File: src/rtl/mem_port_arbiter.sv
// mem_port_arbiter: round-robin arbiter sharing one data memory between CPU and debug ports
module mem_port_arbiter #(
    parameter int DATA_WIDTH     = 32,
    parameter int ADDR_WIDTH     = 32,
    parameter int TIMEOUT_CYCLES = 255
) (
    input  logic                  clk,
    input  logic                  rst,
    input  logic                  cpu_req,
    input  logic                  cpu_we,
    input  logic [1:0]            cpu_mask,
    input  logic [ADDR_WIDTH-1:0] cpu_addr,
    input  logic [DATA_WIDTH-1:0] cpu_wdata,
    output logic                  cpu_ack,
    output logic                  cpu_stall,
    input  logic                  dbg_req,
    input  logic                  dbg_we,
    input  logic [1:0]            dbg_mask,
    input  logic [ADDR_WIDTH-1:0] dbg_addr,
    input  logic [DATA_WIDTH-1:0] dbg_wdata,
    output logic                  dbg_ack,
    output logic [DATA_WIDTH-1:0] rsp_rdata,
    output logic                  rsp_err,
    output logic                  mem_req,
    output logic                  mem_we,
    output logic [1:0]            mem_mask,
    output logic [ADDR_WIDTH-1:0] mem_addr,
    output logic [DATA_WIDTH-1:0] mem_wdata,
    input  logic [DATA_WIDTH-1:0] mem_rdata,
    input  logic                  mem_ready,
    output logic                  busy
);
    typedef enum logic [1:0] {IDLE, BUSY, DONE} state_t;
    localparam int CW = $clog2(TIMEOUT_CYCLES + 1);
    localparam logic [CW-1:0] LAST = CW'(TIMEOUT_CYCLES - 1);

    state_t        state;
    logic          winner;
    logic          rr_last;
    logic          pick_dbg;
    logic [CW-1:0] cnt;

    // dbg wins when it is the sole requester, or on a tie when the CPU was served last
    assign pick_dbg  = dbg_req & (~cpu_req | ~rr_last);
    assign cpu_stall = cpu_req & ~cpu_ack;
    assign busy      = state != IDLE;

    // arbitration FSM: grant, hold command until ready or timeout, then pulse the ack
    always_ff @(posedge clk) begin
        if (rst) begin
            state     <= IDLE;
            winner    <= 1'b0;
            rr_last   <= 1'b1;
            cnt       <= '0;
            cpu_ack   <= 1'b0;
            dbg_ack   <= 1'b0;
            rsp_rdata <= '0;
            rsp_err   <= 1'b0;
            mem_req   <= 1'b0;
            mem_we    <= 1'b0;
            mem_mask  <= '0;
            mem_addr  <= '0;
            mem_wdata <= '0;
        end else begin
            case (state)
                IDLE: begin
                    if (cpu_req | dbg_req) begin
                        winner    <= pick_dbg;
                        mem_we    <= pick_dbg ? dbg_we    : cpu_we;
                        mem_mask  <= pick_dbg ? dbg_mask  : cpu_mask;
                        mem_addr  <= pick_dbg ? dbg_addr  : cpu_addr;
                        mem_wdata <= pick_dbg ? dbg_wdata : cpu_wdata;
                        mem_req   <= 1'b1;
                        cnt       <= '0;
                        state     <= BUSY;
                    end
                end
                BUSY: begin
                    if (mem_ready || cnt == LAST) begin
                        rsp_rdata <= (mem_ready && !mem_we) ? mem_rdata : '0;
                        rsp_err   <= ~mem_ready;
                        mem_req   <= 1'b0;
                        mem_we    <= 1'b0;
                        cpu_ack   <= ~winner;
                        dbg_ack   <= winner;
                        state     <= DONE;
                    end else begin
                        cnt <= cnt + 1'b1;
                    end
                end
                DONE: begin
                    cpu_ack <= 1'b0;
                    dbg_ack <= 1'b0;
                    rr_last <= winner;
                    cnt     <= '0;
                    state   <= IDLE;
                end
                default: state <= IDLE;
            endcase
        end
    end
endmodule

File: config.mk
export PLATFORM = sky130hd
export DESIGN_NAME = mem_port_arbiter
export DESIGN_NICKNAME = d
export VERILOG_FILES = /design/src/rtl/mem_port_arbiter.sv
export SDC_FILE = /design/constraint.sdc
export NUM_CORES = 1
export LEC_CHECK = 0
export ABC_AREA = 1
export BUFFER_PORTS_ARGS = -buffer_cell sky130_fd_sc_hd__buf_2
export CAP_MARGIN = 20
export CORE_MARGIN = 4
export CORE_UTILIZATION = 45
export DETAILED_ROUTE_END_ITERATION = 10
export MAX_ROUTING_LAYER = met4
export PLACE_DENSITY = 0.8
export SYNTH_ARGS = -nofsm -noshare
export SYNTH_HDL_FRONTEND = slang
export SYNTH_SLANG_ARGS = --single-unit
export TNS_END_PERCENT = 5
File: constraint.sdc
create_clock -name clk -period 3.4 [get_ports clk]
set_input_delay 0.17 -clock clk [delete_from_list [all_inputs] [get_ports clk]]
set_output_delay 0.17 -clock clk [all_outputs]
set_load 0.03 [all_outputs]
# --- After elaboration in Yosys (flattened, before gate mapping) ---
# Cells that the tools add are included.
# Widths: inputs -> output; s select.
totals:
  input_bits: 171
  elab_cells: 63
  output_inout_bits: 105
  regBits: 115
op_classes:
  n_mux: 20
  bitwise: 9
  reduce_logical: 14
  n_eq_ne: 6
  addsub: 1
op_table:
  columns: ["operator", "count"]
  rows:
  - ["$mux 32", 3]
  - ["$pmux 8 s3", 1]
  - ["$mux 8", 2]
  - ["$add 8x1->8 const B", 1]
  - ["$eq 8x8->1 const B", 1]
  - ["$pmux 1 s2", 4]
  - ["$reduce_and 2->1", 4]
  - ["$mux 1", 6]
  - ["$mux 2", 3]
  - ["$ne 2x2->1 const B", 3]
  - ["$reduce_and 3->1", 2]
  - ["$reduce_bool 2->1", 3]
  - ["$not 1->1", 5]
  - ["$pmux 2 s2", 1]
  - ["$reduce_bool 3->1", 1]
  - ["$and 1x1->1", 2]
  - ["$eq 2x1->1 const B", 1]
  - ["$eq 2x2->1 const B", 1]
  - ["$logic_not 2->1", 1]
  - ["$or 1x1->1", 2]
  - ["$logic_and 1x1->1", 1]
  - ["$logic_not 1->1", 1]
  - ["$logic_or 1x1->1", 1]

# --- Depth between registers and ports, before layout ---
# Gate-level depths: netlist of the first run.
logic_depth:
  word_depth: 6
  ltp_mapped: 11
  depth_no_buf: 11

# --- Least setup slack after synthesis of the first run ---
# OpenSTA, ideal clock, no wires.
synth_path:
  path_kind: "register to register"
  startpoint: "reg cnt[0]"
  endpoint: "reg rsp_rdata[12]"
  arrival_time_ns: 1.384
  period_less_slack_ns: 1.443
  path_slack_ns: 1.957
  path_buffers: 1
  setup_ns: 0.060
  path_stages_with_launch: 11
  path_cell_list: "dfxtp_1 inv_1 ha_1 nand2_1 nor2_1 nand2_1 nand2_2 nand2_4 clkbuf_1 nand3_1 nand2_1"
synth_between:
  elab_chain_cells: 3
synth_lines:
  columns: ["item", "line_no", "rtl"]
  rows:
  - ["start, declared", "41", "logic [CW-1:0] cnt;"]
  - ["start signal, assigned", "88", "cnt <= cnt + 1'b1;"]
  - ["$eq 8x8->1", "79", "if (mem_ready || cnt == LAST) begin"]
  - ["$logic_or 1x1->1", "79", null]
  - ["$reduce_and 2->1 (no line)", null, null]
  - ["end signal, assigned", "80", "rsp_rdata <= (mem_ready && !mem_we) ? mem_rdata : '0;"]
  - ["end, declared", "22", "output logic [DATA_WIDTH-1:0] rsp_rdata,"]
# Every way passes these cells.
# A chain may end at the register's enable or synchronous reset.

# --- Worst setup path after layout of the first run ---
layout_path:
  startpoint: "reg cnt[0]"
  endpoint: "reg rsp_rdata[30]"
# Same word-level chain as after synthesis.

==> flow_metrics.tcl, run 1 <==
set metrics [dict create \
    num_rows 38 \
    tightestPinTransition_ns 0.858 \
    final_common_cell "buf_2" \
    ctsHoldBuffers 27 \
    grt_max_degree 76 \
    via_count 5739 \
    cts-root-buf "clkbuf_16" \
    final_core_util_pct 67.4 \
    cp_common_cell "nand2_1" \
    place_congestion 0.895 \
    drt_first_pass_iters 5 \
    wl_per_cell_um 14.6 \
    power.share.clock_pct 44.4 \
    pwr-share-comb_pct 19.5 \
    syn_nets 888 \
    synth.avg_cell_area_um2 7.23 \
    period_minus_slack_ns 2.09 \
    layout_common_cells "275 x buf_2, 133 x nand2_1, 115 x dfxtp_1" \
    synth-seq-cells 115 \
    hold_depth 3 \
    first_iter_violations 487 \
    dp_slack_ns 1.35 \
    clk_latency_ns 0.41 \
    portBuffers 275 \
    met3_usage_pct 6.00 \
    cpMaxStageDelayCell "nor2_8" \
    intPower_mw 2.90 \
    clockBufferDepth 2 \
    routed_wl_um 16800 \
    fmax_mhz 478 \
    cts_resized 0 \
    clock_sinks 115 \
    cts_tree "done" \
    grt_pass1_wl_um 25700 \
    layout.nets 1166 \
    cp_num_buf_inv 1 \
    peakVddDrop_uv 396 \
    yosysTopAreaCell "dfxtp_1" \
    rsz0062_at_grt "false" \
    skew_ns 0.0187 \
    slew_headroom_pct 42.8 \
    ys_types 26 \
    ys_warn_count 0 \
    worstRegToRegCells 10 \
    final_max_slew_viol_count 0 \
    coreArea_um2 11000 \
    start_util_pct 46.9 \
    synth_area_um2 5170 \
    layout-drive-gt1-share_pct 35.8 \
    place.detailed.hpwl_um 11200 \
    postCtsSetupRepairBufs 0 \
    switching_share_pct 29.9 \
    num_io_pins 276 \
    fin_ws_ns 1.31 \
    clk_pin_slew_ns 0.06 \
    seq_power_share_pct 36.2 \
    hold_ws_ns -0.00448 \
    p_switching_mw 1.24 \
    cp_data_arrival_time_ns 2.44 \
    reg2reg_slack_ns 1.31 \
    violations "hold timing" \
    p_leak_nw 3.92 \
    endpoint_kind "register" \
    synthCells 715 \
    first_global_vias 5403 \
    path_cells "inv_1 > ha_1 > nand2_1 > nor2_1 > nand2_1 > nand2_2 > nand2_4 > nor2_8 > nand3_1 > nand2_1" \
    grt.total_usage_pct 25.0 \
    area_growth_pct 43.7 \
    grt_overflow_total 0 \
    cts_buffers 17 \
    diodes 0 \
    drtAntennaViolNets 0 \
    ys_top_cells_by_area "dfxtp_1 45%, nand2_1 9.7%, a21oi_1 7.7%" \
    crit_cells 10 \
    antenna_found_initial 0 \
    remaining_drc_errors 0 \
    setup_viol 0 \
    synth_top_area_share_pct 44.5 \
    crit_family "simple AND/OR/NAND/NOR gates" \
    powerDensity_nw_per_um2 557 \
    synth.yosys.seq_area_share_pct 44.5 \
    fin_tns_setup_ns 0 \
    crit_required_ns 3.75 \
    status "finished, violations left" \
    grt_use_met1_pct 28.7 \
    grt.met2_usage_pct 41.8 \
    finalHoldViolations 1 \
    min_period_over_period_pct 61.5 \
    die_w_um 115 \
    avgViaCountPerCell 5.01 \
    chipHeight_um 115 \
    cts_htree_levels 4 \
    hp-class "primary input to register" \
    drv_cap 0 \
    slowest_delay_ns 0.57 \
    grt_busiest_layer "met2" \
    crit_fanout 44 \
    dieArea_um2 13300 \
    crit_path_start_kind "register" \
    critPathKind "register to register" \
]
[worst paths after layout]
kind                               startpoint            end
worst max register to register         cnt[0]  rsp_rdata[30]
worst max-delay path                   cnt[0]  rsp_rdata[30]
worst min register to register  mem_wdata[11]  mem_wdata[11]
worst min-delay path            mem_rdata[16]  rsp_rdata[16]
[power groups by stage]
stage / registers (mW) / clock network [mW] / logic, mW
floorplan: 1.70 / 0 / 0.336
global placement: 1.52 / 0 / 0.766
detailed placement: 1.52 / 0 / 0.779
CTS: 1.49 / 1.86 / 0.805
global route: 1.51 / 1.93 / 0.878
finish: 1.50 / 1.84 / 0.805
[sequential cells by signal, summed over array words and instances (netlist names), 2 cells and up]
name       flops
state          2
rsp_rdata     32
cnt            8
mem_wdata     32
mem_addr      32
mem_mask       2
[synth_stat cells]
library cell,count
a21oi_1,80
buf_1,6
buf_2,16
buf_4,2
buf_6,6
clkbuf_1,20
dfxtp_1,115
ha_1,2
inv_1,75
inv_2,15
nand2_1,134
nand2_2,4
nand2_4,1
nand3_1,59
nand3_2,19
nand4_1,3
nor2_1,16
nor2_2,1
nor2_4,1
nor2_8,1
nor3_1,1
o21ai_0,80
o21ai_1,55
o21ai_2,1
o21bai_1,1
or2_2,1
[layout make-up]
cell class | count | area [µm²]
fillers | 969 | 3600
flip-flops and latches | 115 | 2300
multi-input cells | 460 | 2270
repair buffers | 309 | 1720
clock buffers | 18 | 439
inverters | 90 | 338
clock inverters | 14 | 178
well taps | 140 | 175
[routing by layer]
| metal | wire length, µm | vias up |
|---|---|---|
| met5 | 0 | - |
| met4 | 561 | 0 |
| met3 | 1260 | 42 |
| met2 | 8310 | 237 |
| met1 | 6650 | 2562 |
| li1 | - | 2898 |
[worst reg2reg max path, cell delays in order, from the launching register on]
cell and delay, ns:
dfxtp_1 0.34, inv_1 0.08, ha_1 0.14, nand2_1 0.05, nor2_1 0.10, nand2_1 0.09, nand2_2 0.09, nand2_4 0.28
nor2_8 0.58, nand3_1 0.18, nand2_1 0.10
[through the flow]
step           total power, mW  instance area (µm²)  std cells
5_1_grt                   4.31                 7430       1146
3_5_place_dp              2.30                 6520       1086
2_1_floorplan             2.03                 5170        715
6_report                  4.14                 7430       1146
4_1_cts                   4.16                 7410       1145
3_3_place_gp              2.28                 6500       1085
[cell families after synthesis]
group / after synthesis / synth area share, %
AOI/OAI and AO/OA: 217 / 21.1
DFF: 115 / 44.5
and+or+nand+nor: 241 / 22.3
buffers and inverters: 140 / 11.6
adders and majority gates: 2 / 0.484
(Power assumes the default switching activity.)
==> run 2: changes to the inputs <==
Clock period 3.4 ns to 2.2 ns, I/O delays scaled along.
==> run 2 against run 1 <==
  * The run now ends clean
  * Wire length rose by 4.9%
  * Clock skew shrank 0.011 ns
  * Sequential share of layout area down 1.9 points
  * Global-route usage rose by 1.2 points
  * Cell area rose by 6.4%
  * Die area stayed put
  * Clock power up 80%
  * Count of clock-buffer cells in the layout unchanged
  * Largest power group unchanged
==> flow_metrics.tcl, run 2 (synthesized netlist as in run 1, its figures left out) <==
set metrics [dict create \
    worstRegToRegCells 10 \
    p_leak_nw 4.13 \
    period_minus_slack_ns 1.91 \
    grt_overflow_total 0 \
    layout.nets 1205 \
    dp_slack_ns 0.339 \
    grt_max_degree 69 \
    hold_ws_ns 0.00900 \
    top_regs "mem_addr (32), mem_wdata (32), rsp_rdata (32)" \
    num_rows 38 \
    crit_fanout 33 \
    cts-root-buf "clkbuf_16" \
    setup_viol 0 \
    cts_resized 0 \
    wl_met1_um 6960 \
    first_global_vias 5759 \
    clk_latency_ns 0.40 \
    postPlaceCellArea_um2 6570 \
    place.detailed.hpwl_um 11300 \
    remaining_drc_errors 0 \
    final_core_util_pct 71.7 \
    grt_pass1_wl_um 27000 \
    layout-drive-gt1-share_pct 34.7 \
    grt.total_usage_pct 26.1 \
    status "finished, final reports clean" \
    hp-class "primary input to register" \
    fin_tns_setup_ns 0 \
    powerDensity_nw_per_um2 876 \
    via_count 6043 \
    slew_headroom_pct 55.3 \
    first_iter_violations 550 \
    portBuffers 275 \
    antenna_found_initial 0 \
    place_congestion 0.902 \
    slowest_delay_ns 0.51 \
    pwr-share-comb_pct 18.9 \
    skew_ns 0.00795 \
    start_util_pct 46.9 \
    cp-endpoint "rsp_rdata[6]" \
    drtAntennaViolNets 0 \
    cp_data_arrival_time_ns 2.25 \
    dr_wl_met2_um 8730 \
    fmax_mhz 523 \
    routed_wl_um 17600 \
    peakVddDrop_uv 507 \
    num_io_pins 276 \
    avgViaCountPerCell 5.10 \
    power.share.clock_pct 47.7 \
    dp_cells 1090 \
    path_cells "inv_1 > ha_1 > nand2_1 > nor2_1 > nand2_1 > nand2_2 > nand2_4 > nor2_8 > nand3_1 > nand2_1" \
    clk_pin_slew_ns 0.06 \
    wl_per_cell_um 14.8 \
    crit_path_start_kind "register" \
    cp_common_cell "nand2_1" \
    drt_first_pass_iters 5 \
    layout_common_cells "275 x buf_2, 133 x nand2_1, 115 x dfxtp_1" \
    r2r-start "cnt[0]" \
    cpMaxStageDelayCell "nor2_8" \
    intPower_mw 4.99 \
    diodes 0 \
    seq_power_share_pct 33.3 \
    clockBufferDepth 2 \
    wl_met3_um 1280 \
    stdcell_area_um2 7910 \
    crit_required_ns 2.54 \
    min_period_over_period_pct 87.0 \
    p_total_mw 6.93 \
    chipHeight_um 115 \
    fin_ws_ns 0.286 \
    reg2reg_slack_ns 0.29 \
    drv_cap 0 \
    die_w_um 115 \
    r2r_end "rsp_rdata[6]" \
    endpoint_kind "register" \
    stdcell_count 1185 \
    coreArea_um2 11000 \
    topRoutingLayerUsed "met4" \
    final_common_cell "buf_2" \
    switching_share_pct 27.9 \
    cts_buffers 17 \
    dieArea_um2 13300 \
    p_switching_mw 1.93 \
    clock_sinks 115 \
    cp-startpoint "cnt[0]" \
    rsz0062_at_grt "false" \
    postCtsSetupRepairBufs 0 \
    critPathKind "register to register" \
    area_growth_pct 53.0 \
    final_max_slew_viol_count 0 \
    cts_htree_levels 4 \
    finalHoldViolations 0 \
    ctsHoldBuffers 63 \
    tightestPinTransition_ns 0.671 \
    cts_tree "done" \
]
-- run 2: cell types whose count changed in the layout (fill, tap and decap cells not counted) --
| cell | change |
|---|---|
| dlygate4sd3_1 | +36 |
| inv_8 | +1 |
| buf_4 | +3 |
| bufinv_16 | +4 |
| clkinv_2 | -2 |
| clkinv_4 | -1 |
| clkinvlp_4 | -1 |
| inv_6 | -1 |
-- run 2: worst min-delay path by stage --
stage,startpoint,endpoint,slack [ns],cells after the start
after global routing,dbg_addr[20],mem_addr[20],0.01,3
after CTS,dbg_wdata[25],mem_wdata[25],0.001,3
after global placement,mem_rdata[22],rsp_rdata[22],0.33,3
after floorplan,mem_rdata[11],rsp_rdata[11],0.23,2
after detailed placement,mem_rdata[17],rsp_rdata[17],0.33,3
final,dbg_wdata[25],mem_wdata[25],0.009,3
-- run 2: area by class of cell --
cell class / instances / area [µm²]
clock buffers: 18 / 439
inverters: 90 / 338
flip-flops and latches: 115 / 2300
clock inverters: 14 / 274
fillers: 883 / 3120
multi-input cells: 460 / 2270
repair buffers: 348 / 2110
well taps: 140 / 175
-- run 2: power groups by stage --
stage                     Sequential [mW]  Clock (mW)  Combinational (mW)
after floorplan                      2.62           0               0.519
final                                2.31        3.31                1.31
after global routing                 2.33        3.43                1.42
after detailed placement             2.35           0                1.21
after global placement               2.35           0                1.20
after CTS                            2.31        3.33                1.30
-- run 2: critical path: cells and delay by family, from the launching register on --
| family | cells | cell delay (ns) |
|---|---|---|
| fa+ha+maj | 1 | 0.15 |
| buf+inv | 1 | 0.09 |
| flops | 1 | 0.35 |
| simple gates | 8 | 1.27 |
-- run 2: routing by layer --
metal,up-vias,GRT usage [%]
li1,2971,-
met2,292,44.2
met1,2732,29.9
met3,48,4.89
met4,0,11.9
met5,-,-
